<file path="src/rtl/pc_jump_unit_pkg.sv">
// Core-wide defines shared by the PC/jump stage: widths, reset vector, FSM encodings.
// Optional link-register write-back is enabled by defining PC_JUMP_LINK_EN.
package pc_jump_unit_pkg;

    localparam int          PC_W          = 16;
    localparam logic [15:0] RESET_PC      = 16'h0000;
    localparam int          FLUSH_CYC_DEF = 2;
    localparam int          CNT_W         = 3;

    typedef enum logic {
        ST_RUN   = 1'b0,
        ST_FLUSH = 1'b1
    } state_e;

endpackage

</file>
<file path="src/rtl/pc_jump_unit_target_calc.sv">
// Combinational jump target: absolute or PC-relative, with relative wrap detection.
module pc_target_calc #(
    parameter int PC_W = 16
) (
    input  logic [PC_W-1:0] i_pc,
    input  logic [PC_W-1:0] i_jump_off,
    input  logic            i_jump_abs,
    output logic [PC_W-1:0] o_target,
    output logic            o_wrap
);

    logic [PC_W-1:0] w_sum;

    assign w_sum    = i_pc + i_jump_off;
    assign o_target = i_jump_abs ? i_jump_off : w_sum;

    // A forward offset that lands below pc (or backward above it) wrapped the address space.
    assign o_wrap = !i_jump_abs &&
                    ((!i_jump_off[PC_W-1] && (w_sum < i_pc)) ||
                     ( i_jump_off[PC_W-1] && (w_sum > i_pc)));

endmodule

</file>
<file path="src/rtl/pc_jump_unit.sv">
// PC and jump-consumer stage: sequential fetch, taken jumps with a fixed flush window.
// Define PC_JUMP_LINK_EN to add the link-register write port (link_en/link_we/link_addr).
module pc_jump_unit
    import pc_jump_unit_pkg::*;
#(
    parameter int              PC_W      = pc_jump_unit_pkg::PC_W,
    parameter logic [PC_W-1:0] RESET_PC  = pc_jump_unit_pkg::RESET_PC,
    parameter int              FLUSH_CYC = FLUSH_CYC_DEF
) (
    input  logic            i_clk,
    input  logic            i_rst_n,
    input  logic            i_stall,
    input  logic            i_jump_req,
    input  logic            i_jump_abs,
    input  logic [PC_W-1:0] i_jump_off,
    output logic            o_jump_ack,
    output logic [PC_W-1:0] o_pc,
    output logic            o_pc_valid,
    output logic            o_flush,
    output logic            o_wrap_err
`ifdef PC_JUMP_LINK_EN
    ,
    input  logic            i_link_en,
    output logic            o_link_we,
    output logic [PC_W-1:0] o_link_addr
`endif
);

    state_e           r_state, w_state_nxt;
    logic [CNT_W-1:0] r_cnt, w_cnt_nxt;
    logic [PC_W-1:0]  r_pc, w_pc_nxt;
    logic             r_pc_valid, w_pc_valid_nxt;
    logic             r_flush, w_flush_nxt;
    logic             r_ack, w_ack_nxt;
    logic             r_wrap, w_wrap_nxt;

    logic [PC_W-1:0]  w_target;
    logic             w_wrap;
    logic             w_take;

    pc_target_calc #(.PC_W(PC_W)) u_calc (
        .i_pc       (r_pc),
        .i_jump_off (i_jump_off),
        .i_jump_abs (i_jump_abs),
        .o_target   (w_target),
        .o_wrap     (w_wrap)
    );

    assign w_take = (r_state == ST_RUN) && !i_stall && i_jump_req;

    always_ff @(posedge i_clk) begin
        if (!i_rst_n) r_state <= ST_RUN;
        else          r_state <= w_state_nxt;
    end

    always_comb begin
        w_state_nxt = r_state;
        case (r_state)
            ST_RUN:   if (w_take) w_state_nxt = ST_FLUSH;
            ST_FLUSH: if (r_cnt == '0) w_state_nxt = ST_RUN;
            default:  w_state_nxt = ST_RUN;
        endcase
    end

    always_comb begin
        w_cnt_nxt      = r_cnt;
        w_pc_nxt       = r_pc;
        w_pc_valid_nxt = r_pc_valid;
        w_flush_nxt    = r_flush;
        w_ack_nxt      = 1'b0;
        w_wrap_nxt     = r_wrap;
        case (r_state)
            ST_RUN: begin
                if (w_take) begin
                    w_pc_nxt       = w_target;
                    w_ack_nxt      = 1'b1;
                    w_flush_nxt    = 1'b1;
                    w_pc_valid_nxt = 1'b0;
                    w_cnt_nxt      = CNT_W'(FLUSH_CYC - 1);
                    w_wrap_nxt     = r_wrap | w_wrap;
                end else begin
                    // First valid cycle (after reset) presents pc unchanged; advance afterwards.
                    if (!i_stall && r_pc_valid) w_pc_nxt = r_pc + 1'b1;
                    w_pc_valid_nxt = 1'b1;
                end
            end
            ST_FLUSH: begin
                if (r_cnt == '0) begin
                    w_pc_valid_nxt = 1'b1;
                    w_flush_nxt    = 1'b0;
                end else begin
                    w_cnt_nxt = r_cnt - 1'b1;
                end
            end
            default: ;
        endcase
    end

    always_ff @(posedge i_clk) begin
        if (!i_rst_n) begin
            r_cnt      <= '0;
            r_pc       <= RESET_PC;
            r_pc_valid <= 1'b0;
            r_flush    <= 1'b0;
            r_ack      <= 1'b0;
            r_wrap     <= 1'b0;
        end else begin
            r_cnt      <= w_cnt_nxt;
            r_pc       <= w_pc_nxt;
            r_pc_valid <= w_pc_valid_nxt;
            r_flush    <= w_flush_nxt;
            r_ack      <= w_ack_nxt;
            r_wrap     <= w_wrap_nxt;
        end
    end

    assign o_jump_ack = r_ack;
    assign o_pc       = r_pc;
    assign o_pc_valid = r_pc_valid;
    assign o_flush    = r_flush;
    assign o_wrap_err = r_wrap;

`ifdef PC_JUMP_LINK_EN
    logic            r_link_we;
    logic [PC_W-1:0] r_link_addr;

    always_ff @(posedge i_clk) begin
        if (!i_rst_n) begin
            r_link_we   <= 1'b0;
            r_link_addr <= '0;
        end else begin
            r_link_we <= w_take && i_link_en;
            if (w_take && i_link_en) r_link_addr <= r_pc + 1'b1;
        end
    end

    assign o_link_we   = r_link_we;
    assign o_link_addr = r_link_addr;
`endif

endmodule

</file>
<file path="config.mk">
export PLATFORM = sky130hd
export DESIGN_NAME = pc_jump_unit
export DESIGN_NICKNAME = d
export VERILOG_FILES = /design/src/rtl/pc_jump_unit_pkg.sv /design/src/rtl/pc_jump_unit_target_calc.sv /design/src/rtl/pc_jump_unit.sv
export SDC_FILE = /design/constraint.sdc
export NUM_CORES = 1
export LEC_CHECK = 0
export BUFFER_PORTS_ARGS = -buffer_cell sky130_fd_sc_hd__buf_2
export CAP_MARGIN = 15
export CORE_MARGIN = 2
export CORE_UTILIZATION = 33
export DETAILED_ROUTE_END_ITERATION = 8
export PLACE_DENSITY = 0.6
export SYNTH_ARGS = -nofsm -noshare
export SYNTH_HDL_FRONTEND = slang
export SYNTH_HIERARCHICAL = 1
export SYNTH_SLANG_ARGS = --single-unit
</file>
<file path="constraint.sdc">
create_clock -name i_clk -period 4.03 [get_ports i_clk]
set_input_delay 0.403 -clock i_clk [delete_from_list [all_inputs] [get_ports i_clk]]
set_output_delay 0.403 -clock i_clk [all_outputs]
set_load 0.01 [all_outputs]
</file>
==> impl_metrics.json <==
{
  "cts_hold_buf": 0,
  "drt_pre_antenna_iters": 4,
  "viasPerCell": 5.41,
  "n_antenna_cell": 0,
  "routed-via-count": 2667,
  "leakagePower_nw": 1.38,
  "synth_fa_ha_area_share_pct": 16.4,
  "hold_violations": 0,
  "cp-end-kind": "flop",
  "dp_cells": 488,
  "drive_above_1_share_pct": 26.3,
  "cts_buffers": 3,
  "ys_ff_latch": 24,
  "areaGrowthSynthToFinish_pct": 19.8,
  "worstPathArrival_ns": 3.88,
  "muxShareOfSynthArea_pct": 6.16,
  "grt_pass1_vias": 2600,
  "p_per_area_mw_per_mm2": 278,
  "gp_congestion": 0.884,
  "antenna_found_initial": 0,
  "setup.worst_path.class": "reg2reg",
  "power_mw": 0.908,
  "clkSinkCount": 24,
  "dieArea_mm2": 0.00899,
  "vdd_drop_max_uv": 197,
  "nets": 445,
  "ys_seq_area_share_pct": 17.7,
  "coreArea_mm2": 0.00809,
  "syn_nets": 390,
  "synthSimpleGateAreaFrac_pct": 19.5,
  "max_cap_violations": 0,
  "avgSynthCellArea_um2": 8.15,
  "holdCritPathClass": "in2reg",
  "h-tree-depth": 1,
  "portBuffers": 40,
  "root_buffer": "clkbuf_8",
  "final-seq-area_um2": 482,
  "clk_pin_slew_ns": 0.09,
  "setup_viol": 0,
  "grt-busiest-layer": "met2",
  "critPathLaunch": "o_pc[0]$_SDFFE_PN0P_",
  "start_util_pct": 33.6,
  "ys.flop_type": "dfxtp_1",
  "grt_use_met1_pct": 22.9,
  "placementRows": 33,
  "synth_xor_area_share_pct": 6.76,
  "cp_data_required_time_ns": 4.24,
  "ys_types": 72,
  "final_max_slew_viol_count": 0,
  "syn_area_mm2": 0.00272,
  "tightestPinTransition_ns": 1.14,
  "grt_usage_pct": 17.4,
  "multi_input_area_mm2": 0.00214,
  "routed_wl_um": 7660,
  "clockBufferDepth": 2,
  "timing.setup.tns_ns": 0,
  "async_reset_ff_share_pct": 0,
  "die_h_um": 94.8,
  "max_freq_mhz": 272,
  "grt_use_met2_pct": 30.9,
  "ys_warn_count": 6,
  "finalClockSkew_ns": 0.00371,
  "drtAntennaViolNets": 0,
  "clock_latency_ns": 0.27,
  "grt_pass1_wl_um": 12500,
  "gr-total-overflow": 0,
  "regToRegStartpoint": "o_pc[0]$_SDFFE_PN0P_",
  "period_needed_ns": 3.67,
  "synth_compound_area_share_pct": 28.4,
  "synth_top_family_by_area": "compound AO/OA/AOI/OAI gates",
  "drc_errors": 0,
  "fill_cells": 881,
  "die-width_um": 94.8,
  "relSlewSlack_pct": 23.8,
  "dpl.hpwl_um": 5990,
  "ios": 41,
  "grt_max_degree": 24,
  "critPathLaunchType": "flop",
  "min_from": "i_rst_n",
  "use_met3_pct": 1.68,
  "synth_edf_count": 0,
  "wl_per_cell_um": 15.5,
  "drtIter0Drc": 128,
  "layoutNonFillerInstCount": 493,
  "crit_path_max_fanout": 3,
  "tritoncts": "yes",
  "rsz0062_at_grt": "no",
  "fin_crit_sh_pct": 91.1,
  "synth_cells": 334,
  "outcome": "completed"
}
-- state kept, by name, summed over array words and instances, names as in the netlist --
name        count
o_jump_ack      1
r_state         1
o_pc_valid      1
o_flush         1
o_pc           16
r_cnt           3
o_wrap_err      1
-- report_power, final --
group	internal (mW)	switching, mW	total (mW)
logic	0.185	0.234	0.419
registers	0.254	0.0135	0.267
clock network	0.133	0.0884	0.221
-- layout by cell type, fill, tap and decap left out, types with 4 or more instances in the layout --
master,instances
nand3_1,9
nor3_1,8
nand2_1,22
nor2_1,12
a21o_1,4
dfxtp_1,23
buf_2,40
xor2_1,12
o21ai_1,6
o21ai_0,15
xnor2_1,9
ha_1,34
a22oi_1,9
mux2_2,11
buf_4,18
nand4_1,9
a21oi_1,35
inv_1,26
o22ai_1,6
-- metrics by stage --
stage | utilization [%] | hold WS [ns] | worst slack (ns) | cell area, um2
floorplan | - | 0.445 | 0.443 | 2720
global placement | 38.8 | 0.455 | 0.219 | 3140
detailed placement | 38.8 | 0.462 | 0.116 | 3140
CTS | 39.7 | 0.444 | 0.266 | 3210
global route | 40.3 | 0.478 | 0.0326 | 3260
finish | 40.3 | 0.444 | 0.359 | 3260
-- synthesized netlist by cell type (4+ instances only) --
library cell / instances / area (um2)
a21o_1: 4 / 30.0
xnor2_1: 9 / 78.8
nand3_1: 9 / 45.0
clkbuf_1: 5 / 18.8
nor3_1: 8 / 40.0
inv_1: 26 / 97.6
nor2_1: 13 / 48.8
o21ai_1: 6 / 30.0
nand4_1: 9 / 56.3
a21oi_1: 36 / 180
o21ai_0: 15 / 75.1
mux2_2: 11 / 124
nand2_1: 22 / 82.6
o22ai_1: 6 / 37.5
xor2_1: 12 / 105
ha_1: 34 / 425
dfxtp_1: 24 / 480
a22oi_1: 9 / 67.6
-- timing repair --
action / 4_1_cts / 5_1_grt
buffers inserted: 0 / 1
endpoints found under the hold margin: 0 / 0
gates resized for setup: 0 / 8
setup endpoints to repair: 0 / 1
-- worst max-delay path, cell delays in order, from the launching register on --
cell	delay, ns
dfxtp_1	0.34
ha_1	0.25
fa_2	0.40
a21oi_4	0.19
o21a_4	0.16
o21ai_4	0.08
a211oi_2	0.20
o21bai_1	0.11
xor2_1	0.16
ha_1	0.30
nand4_1	0.10
or4_1	0.58
a21oi_1	0.19
o21ai_0	0.11
a311oi_1	0.28
a21oi_1	0.09
nor2_1	0.09
-- final cells by class --
class | count | area share [%]
tap | 105 | 4.03
clock buffer | 3 | 1.27
sequential | 24 | 14.8
clock inverter | 1 | 0.921
inverter | 27 | 3.11
timing repair buffer | 58 | 10.3
multi-input combinational | 275 | 65.6
-- path summary, 6_finish.rpt --
check	endpoint	slack (ns)	cells after the start
setup reg to reg	o_wrap_err$_SDFFE_PN0P_	0.36	16
hold / removal	o_pc[14]$_SDFFE_PN0P_	0.44	3
setup / recovery	o_wrap_err$_SDFFE_PN0P_	0.36	16
hold reg to reg	r_cnt[1]$_SDFFE_PN0P_	0.47	2
-- layer usage --
| metal | up-vias | wire, um |
|---|---|---|
| met3 | 2 | 329 |
| li1 | 1360 | - |
| met5 | - | 0 |
| met2 | 56 | 3660 |
| met1 | 1249 | 3640 |
| met4 | 0 | 27 |
-- cells by family after synthesis --
| logic type | Yosys count |
|---|---|
| AO/OA/AOI/OAI | 111 |
| XOR/XNOR | 21 |
| adder cells (fa/ha/maj) | 35 |
| buffers and inverters | 35 |
| flip-flops | 24 |
| multiplexers | 15 |
| AND/OR/NAND/NOR | 93 |
Power figures use the tool's default switching activity.
